<file path="src/rtl/instr_cache_ctrl_pkg.sv">
// Shared widths, constants and state encodings
// for the direct-mapped instruction cache.
package instr_cache_ctrl_pkg;

  localparam int DEF_LINES = 16;
  localparam int DEF_WORDS = 4;
  localparam int ADDR_W    = 32;
  localparam int DATA_W    = 32;
  localparam int BYTE_W    = 2;
  localparam int CNT_W     = 16;

  localparam logic [DATA_W-1:0] NOP = 32'h00000013;

  typedef enum logic {
    IDLE   = 1'b0,
    REFILL = 1'b1
  } state_t;

  function automatic int tag_width(input int lines, input int words);
    return ADDR_W - BYTE_W - $clog2(lines) - $clog2(words);
  endfunction

endpackage

</file>
<file path="src/rtl/instr_cache_ctrl_array.sv">
// Tag, valid and data storage: one synchronous
// write port, one combinational read port.
module icache_array
  import instr_cache_ctrl_pkg::*;
#(
  parameter int LINES = DEF_LINES,
  parameter int WORDS = DEF_WORDS,
  parameter int IDX_W = $clog2(LINES),
  parameter int OFF_W = $clog2(WORDS),
  parameter int TAG_W = tag_width(LINES, WORDS)
) (
  input  logic              clk,
  input  logic              reset_ms,
  input  logic              clr_all,
  input  logic              wr_en,
  input  logic [IDX_W-1:0]  wr_idx,
  input  logic [OFF_W-1:0]  wr_word,
  input  logic [DATA_W-1:0] wr_data,
  input  logic              set_valid,
  input  logic [TAG_W-1:0]  wr_tag,
  input  logic [IDX_W-1:0]  rd_idx,
  input  logic [OFF_W-1:0]  rd_word,
  output logic              rd_valid,
  output logic [TAG_W-1:0]  rd_tag,
  output logic [DATA_W-1:0] rd_data
);

  logic [LINES-1:0]  valid;
  logic [TAG_W-1:0]  tags [LINES];
  logic [DATA_W-1:0] data [LINES*WORDS];

  // Valid bits: clear-all wins over a same-edge line fill
  always_ff @(posedge clk) begin
    if (reset_ms || clr_all) begin
      valid <= '0;
    end else if (set_valid) begin
      valid[wr_idx] <= 1'b1;
    end
  end

  // Tag is written together with the valid bit
  always_ff @(posedge clk) begin
    if (set_valid) begin
      tags[wr_idx] <= wr_tag;
    end
  end

  // Data words are written one at a time during refill
  always_ff @(posedge clk) begin
    if (wr_en) begin
      data[{wr_idx, wr_word}] <= wr_data;
    end
  end

  assign rd_valid = valid[rd_idx];
  assign rd_tag   = tags[rd_idx];
  assign rd_data  = data[{rd_idx, rd_word}];

endmodule

</file>
<file path="src/rtl/instr_cache_ctrl.sv">
// Direct-mapped instruction cache controller with
// zero-cycle hits and word-serial line refill.
module instr_cache_ctrl
  import instr_cache_ctrl_pkg::*;
#(
  parameter int LINES = DEF_LINES,
  parameter int WORDS = DEF_WORDS
) (
  input  logic              clk,
  input  logic              reset_ms,
  input  logic [ADDR_W-1:0] pc_addr,
  output logic [DATA_W-1:0] instr,
  output logic              stall,
  input  logic              flush,
  output logic              mem_rd_req,
  output logic [ADDR_W-1:0] mem_addr,
  input  logic [DATA_W-1:0] mem_rdata,
  input  logic              mem_rvalid,
  output logic [CNT_W-1:0]  hit_cnt,
  output logic [CNT_W-1:0]  miss_cnt
);

  localparam int OFF_W = $clog2(WORDS);
  localparam int IDX_W = $clog2(LINES);
  localparam int TAG_W = tag_width(LINES, WORDS);

  state_t state;
  state_t state_nx;

  logic [TAG_W-1:0] pc_tag;
  logic [IDX_W-1:0] pc_idx;
  logic [OFF_W-1:0] pc_word;
  logic [TAG_W-1:0] ref_tag;
  logic [IDX_W-1:0] ref_idx;
  logic [OFF_W-1:0] word;
  logic             flush_pend;

  logic              rd_valid;
  logic [TAG_W-1:0]  rd_tag;
  logic [DATA_W-1:0] rd_data;

  logic hit;
  logic miss;
  logic last;
  logic wr_en;
  logic set_valid;
  logic clr_all;
  logic unused_bits;

  assign unused_bits = ^pc_addr[BYTE_W-1:0];

  assign pc_word = pc_addr[BYTE_W +: OFF_W];
  assign pc_idx  = pc_addr[BYTE_W+OFF_W +: IDX_W];
  assign pc_tag  = pc_addr[ADDR_W-1 -: TAG_W];

  assign hit  = !reset_ms && (state == IDLE) &&
                rd_valid && (rd_tag == pc_tag);
  assign last = (word == OFF_W'(WORDS-1));

  icache_array #(
    .LINES (LINES),
    .WORDS (WORDS),
    .IDX_W (IDX_W),
    .OFF_W (OFF_W),
    .TAG_W (TAG_W)
  ) u_array (
    .clk       (clk),
    .reset_ms  (reset_ms),
    .clr_all   (clr_all),
    .wr_en     (wr_en),
    .wr_idx    (ref_idx),
    .wr_word   (word),
    .wr_data   (mem_rdata),
    .set_valid (set_valid),
    .wr_tag    (ref_tag),
    .rd_idx    (pc_idx),
    .rd_word   (pc_word),
    .rd_valid  (rd_valid),
    .rd_tag    (rd_tag),
    .rd_data   (rd_data)
  );

  // State register
  always_ff @(posedge clk) begin
    if (reset_ms) begin
      state <= IDLE;
    end else begin
      state <= state_nx;
    end
  end

  // Next state, core/memory outputs and array controls
  always_comb begin
    state_nx   = state;
    stall      = 1'b0;
    instr      = NOP;
    mem_rd_req = 1'b0;
    mem_addr   = '0;
    wr_en      = 1'b0;
    set_valid  = 1'b0;
    clr_all    = 1'b0;
    miss       = 1'b0;
    if (!reset_ms) begin
      unique case (state)
        IDLE: begin
          clr_all = flush;
          if (hit) begin
            instr = rd_data;
          end else begin
            stall    = 1'b1;
            miss     = 1'b1;
            state_nx = REFILL;
          end
        end
        REFILL: begin
          stall      = 1'b1;
          mem_addr   = {ref_tag, ref_idx, word, 2'b00};
          mem_rd_req = !mem_rvalid;
          wr_en      = mem_rvalid;
          if (mem_rvalid && last) begin
            set_valid = 1'b1;
            clr_all   = flush_pend || flush;
            state_nx  = IDLE;
          end
        end
        default: state_nx = IDLE;
      endcase
    end
  end

  // Line being refilled; only meaningful in REFILL
  always_ff @(posedge clk) begin
    if (miss) begin
      ref_tag <= pc_tag;
      ref_idx <= pc_idx;
    end
  end

  // Word pointer and deferred flush
  always_ff @(posedge clk) begin
    if (reset_ms) begin
      word       <= '0;
      flush_pend <= 1'b0;
    end else if (miss) begin
      word       <= '0;
      flush_pend <= 1'b0;
    end else if (state == REFILL) begin
      if (mem_rvalid) begin
        word <= word + 1'b1;
      end
      if (state_nx == IDLE) begin
        flush_pend <= 1'b0;
      end else if (flush) begin
        flush_pend <= 1'b1;
      end
    end
  end

  // Saturating hit/miss counters
  always_ff @(posedge clk) begin
    if (reset_ms) begin
      hit_cnt  <= '0;
      miss_cnt <= '0;
    end else begin
      if (hit && (hit_cnt != '1)) begin
        hit_cnt <= hit_cnt + 1'b1;
      end
      if (miss && (miss_cnt != '1)) begin
        miss_cnt <= miss_cnt + 1'b1;
      end
    end
  end

endmodule

</file>
<file path="config.mk">
export PLATFORM = sky130hd
export DESIGN_NAME = instr_cache_ctrl
export DESIGN_NICKNAME = d
export VERILOG_FILES = /design/src/rtl/instr_cache_ctrl_pkg.sv /design/src/rtl/instr_cache_ctrl_array.sv /design/src/rtl/instr_cache_ctrl.sv
export SDC_FILE = /design/constraint.sdc
export NUM_CORES = 2
export LEC_CHECK = 0
export ABC_AREA = 0
export BUFFER_PORTS_ARGS = -buffer_cell sky130_fd_sc_hd__buf_4
export CAP_MARGIN = 20
export CORE_AREA = 2 2 423 425
export CTS_CLUSTER_SIZE = 8
export DETAILED_ROUTE_END_ITERATION = 10
export DIE_AREA = 0 0 425 427
export PLACE_DENSITY = 0.74
export SYNTH_ARGS = -nofsm -noshare
export SYNTH_HDL_FRONTEND = slang
export SYNTH_HIERARCHICAL = 1
export SYNTH_SLANG_ARGS = --single-unit
</file>
<file path="constraint.sdc">
create_clock -name clk -period 10.8 [get_ports clk]
set_input_delay 1.08 -clock clk [delete_from_list [all_inputs] [get_ports clk]]
set_output_delay 1.08 -clock clk [all_outputs]
set_load 0.01 [all_outputs]
</file>
Word level (Yosys, flattened, before mapping)
Memories as Yosys holds them, arrays and structs flattened.
Cells that the tools add are included.
{"block": "totals", "reg_bits": 80, "ram_bits": 2432, "inputBits": 68, "output_inout_bits": 98, "word_cells": 70, "n_memories": 2}
{"block": "op_classes", "addsub": 3, "magnitude_cmp": 3, "eq_ne": 5, "muxes": 33, "n_bitwise": 2, "reduce_logical": 14}
{"name": "u_array.data", "depth": 64, "word_bits": 32, "rd": 1, "rd_clocked_by_memory_dff": 0, "write_ports": 1, "line_no": "instr_cache_ctrl_array.sv:30", "rtl": "logic [DATA_W-1:0] data [LINES*WORDS];"}
{"name": "u_array.tags", "depth": 16, "word_bits": 24, "rd": 1, "rd_clocked_by_memory_dff": 0, "write_ports": 1, "line_no": "instr_cache_ctrl_array.sv:29", "rtl": "logic [TAG_W-1:0] tags [LINES];"}
{"op": "$mux 32", "n": 5}
{"op": "$add 16x1->16 const B", "n": 2}
{"op": "$ne 16x16->1 const B", "n": 2}
{"op": "$eq 24x24->1", "n": 1}
{"op": "$mux 1", "n": 23}
{"op": "$or 16x16->16", "n": 1}
{"op": "$lt 4x5->1 const B", "n": 2}
{"op": "$logic_and 1x1->1", "n": 7}
{"op": "$pmux 1 s2", "n": 3}
{"op": "$bmux 1 s4", "n": 1}
{"op": "$demux 1 s4", "n": 1}
{"op": "$ge 4x1->1 const B", "n": 1}
{"op": "$reduce_and 2->1", "n": 2}
{"op": "$add 2x1->2 const B", "n": 1}
{"op": "$eq 2x2->1 const B", "n": 1}
{"op": "$logic_not 1->1", "n": 2}
{"op": "$logic_or 1x1->1", "n": 2}
{"op": "$ne 2x2->1 const B", "n": 1}
{"op": "$reduce_or 2->1", "n": 1}
{"op": "$not 1->1", "n": 1}

Depth between registers and ports, before layout
{"block": "logic_depth", "depth_word": 9, "ltp_mapped": 13, "ltp_nobuf": 8}

Modules after synthesis
The synthesis kept the hierarchy.
{"mod": "icache_array", "instances": 1, "cells_each": 3893, "area_each_um2": 93235.7, "seq_area_each_um2": 73350.3}
{"mod": "instr_cache_ctrl", "instances": 1, "cells_each": 372, "area_each_um2": 3495.9, "seq_area_each_um2": 1561.5}

Worst setup path before layout
Ideal clock, no wire load.
{"block": "synth_timing", "kind": "input -> register", "start": "input pc_addr[4]", "end": "register ref_idx[0] (enable)", "setup_time_ps": 448, "arrival_time_ps": 5470, "t_required_ps": 10352, "slack_ps": 4882, "path_stages": 11, "path_buffers": 4, "path_cell_list": "buf_2 > buf_1 > mux4_2 > mux4_2 > xor2_1 > nor4_1 > nand3_1 > nor2_1 > buf_2 > clkbuf_1 > nor3_1"}
{"block": "synth_between", "elab_cells_between_ends": 9, "classes_between": "1 x eq/ne; 5 x mux; 2 x reduce/logical; 1 x memory"}
{"item": "start, declared", "line_no": "instr_cache_ctrl.sv:11", "rtl": "input logic [ADDR_W-1:0] pc_addr,"}
{"item": "$mem_v2 16x24"}
{"item": "via rd_tag[22]", "line_no": "instr_cache_ctrl.sv:39", "rtl": "logic [TAG_W-1:0] rd_tag;"}
{"item": "$eq 24x24->1", "line_no": "instr_cache_ctrl.sv:57", "rtl": "rd_valid && (rd_tag == pc_tag);"}
{"item": "$logic_and 1x1->1", "line_no": "instr_cache_ctrl.sv:57"}
{"item": "$mux 1", "line_no": "instr_cache_ctrl.sv:107", "rtl": "if (hit) begin"}
{"item": "$mux 1", "line_no": "instr_cache_ctrl.sv:104", "rtl": "unique case (state)"}
{"item": "$mux 1", "line_no": "instr_cache_ctrl.sv:103", "rtl": "if (!reset_ms) begin"}
{"item": "via miss", "line_no": "instr_cache_ctrl.sv:43", "rtl": "logic miss;"}
{"item": "end signal, assigned", "line_no": "instr_cache_ctrl.sv:135", "rtl": "ref_idx <= pc_idx;"}
{"item": "end, declared", "line_no": "instr_cache_ctrl.sv:34", "rtl": "logic [IDX_W-1:0] ref_idx;"}
The timed path passes the listed nets, and every way through them passes these cells. The select of a mux whose other input is x is not followed.
A chain may end at the register's enable or synchronous reset.

Worst setup path in the final report
{"block": "layout_timing", "start": "input pc_addr[4]", "end": "output instr[31]"}
{"block": "layout_between", "elab_cells_between_ends": 10, "classes_between": "1 x eq/ne; 5 x mux; 2 x reduce/logical; 2 x memory"}
{"item": "$mem_v2 16x24"}
{"item": "via rd_tag[14]", "line_no": "instr_cache_ctrl.sv:39"}
{"item": "$eq 24x24->1", "line_no": "instr_cache_ctrl.sv:57"}
{"item": "$logic_and 1x1->1", "line_no": "instr_cache_ctrl.sv:57"}
{"item": "$mux 32", "line_no": "instr_cache_ctrl.sv:107"}
{"item": "$mux 32", "line_no": "instr_cache_ctrl.sv:104"}
{"item": "$mux 32", "line_no": "instr_cache_ctrl.sv:103"}
{"item": "end, declared", "line_no": "instr_cache_ctrl.sv:12", "rtl": "output logic [DATA_W-1:0] instr,"}
The timed path passes the listed nets, and every way through them passes these cells. The select of a mux whose other input is x is not followed.

==> impl_metrics.py <==
metrics = {
    "cts": {
        "cts.clk_slew.worst_paths_ps": 50,
        "clock_sinks": 2512,
        "htree_levels": 5,
        "ctsResizeCount": 0,
        "cts_buffers": 364,
        "cts_setup_buffers": 0,
        "clock_path_buffers": 4,
        "ctsHoldBuffers": 0,
        "root_buffer": "clkbuf_16",
        "clkLatencyLatePin_ps": 940,
        "cts_tree": "built",
    },
    "synth": {
        "synth_area_leader_cell": "edfxtp_1",
        "synth_area_um2": 96730,
        "ys_seq_elements": 2512,
        "synth_edf_count": 2460,
        "synthFlopType": "edfxtp_1",
        "synth_area_per_cell_um2": 22.68,
        "synthCells": 4265,
        "yosysWarnings": 6,
        "ys_seq_area_frac": 0.7744,
        "synth.top_cell.area_share": 0.7637,
        "post-synth-top-count-cell": "edfxtp_1",
        "synth_common_cells": "edfxtp_1 (2460), mux4_2 (663), nor2_1 (150)",
        "synth_top_cells_by_area": "edfxtp_1 (76%), mux4_2 (15%), dfxtp_1 (1.1%), mux2i_1 (1.1%), a22oi_1 (0.80%)",
        "synth_cell_type_count": 51,
        "async_flop_share": 0,
    },
    "routing": {
        "finalWirelength_um": 239200,
        "dr.pass1.iters": 6,
        "drt-met1-wl_um": 86670,
        "drt_iter0_markers": 6293,
        "highest_layer": "met5",
        "drc_errors": 0,
        "ant_nets": 0,
        "via_per_inst": 6.720,
        "met2_length_um": 118800,
        "wl_per_cell_um": 33.82,
        "wl_met3_um": 24550,
        "vias": 47520,
    },
    "timing": {
        "period_minus_slack_ps": 7311,
        "hold_viol_final": 0,
        "relSlewSlack": 0.2037,
        "timing.hold.ws_ps": 364.6,
        "setup_viol": 0,
        "fin_crit_sh": 0.6770,
        "finalSetupTns_ps": 0,
        "rsz0062_at_grt": "false",
        "tightest_slew_ps": 1192,
        "fin_ws_ps": 3489,
        "fin_worst_skew_ps": 64.58,
        "maxSlewViolCount": 0,
        "fmax_mhz": 136.8,
    },
    "global_routing": {
        "grt_overflow_total": 0,
        "antenna_found_initial": 9,
        "grt_max_degree": 110,
        "groute.usage.overall": 0.2656,
        "grt_pass1_vias": 48830,
        "grt_pass1_wl_um": 344200,
    },
    "placed_design": {
        "place_hpwl_um": 117500,
        "pre_cts_slack_ps": 3357,
        "gp_congestion": 0.7745,
        "io_buffers": 161,
    },
    "worst_setup_path": {
        "r2r_end": "ref_tag[3]$_DFFE_PP_",
        "crit_required_ps": 9720,
        "cp.arrival_ps": 6230,
        "cp_cell_sequence": "buf_8, buf_4, mux4_2, mux4_2, xnor2_1, nand4_1, or4_4, nor2_4, buf_4, and3_1, buf_4",
        "reg2reg_from": "u_array/tags[15][19]$_DFFE_PP_",
        "critPathKind": "primary input to output pin",
        "crit_path_frequent_cell": "buf_4",
        "critical-path-max-stage-delay_ps": 760,
        "cp_slowest_cell": "nor2_4",
        "reg2reg_slack_ps": 6210,
        "ff2ff_path_depth": 9,
        "cp-end-kind": "output pin",
        "crit_path_max_fanout": 76,
        "crit_path_start_kind": "primary input",
        "startpoint": "pc_addr[4]",
    },
    "layout": {
        "multi_input_area_um2": 21160,
        "nFillCells": 11380,
        "layout-drive-gt1-share": 0.3087,
        "utilization": 0.6258,
        "seq_area_um2": 74910,
        "final_nets": 4748,
        "synthToLayoutAreaGrowth_pct": 14.68,
    },
    "die": {
        "die_w_um": 425,
        "core_area_um2": 177300,
        "die_height_um": 427,
        "io_pins": 166,
        "rows": 155,
        "initial_core_util": 0.5457,
        "die_area_um2": 181500,
    },
    "power_and_ir_drop": {
        "peakVddDrop_v": 0.0001642,
        "switching_share": 0.2009,
        "p_switching_mw": 4.302,
        "p_clk_frac": 0.457,
        "power_frac_seq": 0.503,
        "total_power_mw": 21.42,
        "combPwrFrac": 0.041,
        "p_leak_nw": 35.03,
        "intPower_mw": 17.11,
        "power_density_nw_per_um2": 193.1,
    },
    "job": {
        "cap_violations": 0,
    },
    "worst_hold_path": {
        "holdPathStages": 1,
        "hold_start": "pc_addr[24]",
        "hp-class": "primary input to flop",
        "worstHoldEndpoint": "ref_tag[16]$_DFFE_PP_",
    },
    "run_status": {
        "status": "completed",
    },
}
[layer usage]
layer  up-vias  GRT usage
met5         -          0
met4        10     0.1033
met3       510    0.05714
met2      3103     0.4311
met1     25140     0.3565
li1      18760          -
[through the flow]
step	cells	area (µm²)
detailed placement	6656	101200
global route	7068	110900
CTS	7058	110700
finish	7071	110900
floorplan	4266	96740
global placement	6652	101200
[power by group through the flow]
stage               registers, mW  logic, mW  clock network (mW)
floorplan                    10.9      0.521                   0
global placement             10.9      0.850                   0
detailed placement           10.9      0.868                   0
CTS                          10.8      0.879                9.90
global route                 10.8      0.923                10.3
finish                       10.8      0.873                9.78
[layout make-up]
class                   instances  share of cell area
flip-flops and latches       2512              0.6753
multi-input cells            1511              0.1907
clock buffers                 396             0.08473
well taps                    2355             0.02656
repair buffers                283             0.02145
clock inverters                 6           0.0009925
inverters                       5           0.0001692
diodes                          3          0.00006767
[worst max-delay path by stage]
stage	slack, ps	endpoint	cells past startpoint
2_1_floorplan	4880	ref_idx[0]$_DFFE_PP_	11
3_3_place_gp	3420	instr[31]	11
3_5_place_dp	3360	instr[31]	11
4_1_cts	3330	instr[31]	11
5_1_grt	3130	instr[31]	11
6_report	3490	instr[31]	11
[worst max-delay path: cells and delay by family]
family                    cells  cell delay (ps)
xor gates and xnor gates      1              270
and+or+nand+nor               4             1810
muxes                         2             1080
buffers and inverters         4             1870
[state kept, by name (all words and copies together), names as in the netlist]
name and count:
state 1, word 2, flush_pend 1, u_array/data 2048
miss_cnt 16, hit_cnt 16, ref_tag 24, u_array/valid 16
ref_idx 4, u_array/tags 384
[layout by cell type, fill, tap and decap left out, drive strengths merged, types with 13 or more instances in the layout]
cell and count:
edfxtp 2460, mux4 663, clkbuf 396, buf 283, nor2 150, a22oi 103
mux2i 102, and2 63, a21oi 60, dfxtp 52, nand3 40, mux2 38
nand2 35, nor2b 34, nor3 22, o21ai 21, nor4 20, nand4 17
o21a 16, xnor2 13, a211oi 13
[cells by family (layout without fill, tap and decap cells)]
group / after synthesis / after routing / share of synthesized area
compound gates: 263 / 263 / 0.01838
xor+xnor: 25 / 25 / 0.002264
fa+ha+maj: 3 / 3 / 0.0003881
buf+inv: 243 / 690 / 0.01343
flops: 2512 / 2512 / 0.7744
mux: 803 / 803 / 0.1693
other cells: 1 / 5 / 0.00003877
simple gates: 415 / 415 / 0.02173
(Power assumes the default switching activity.)
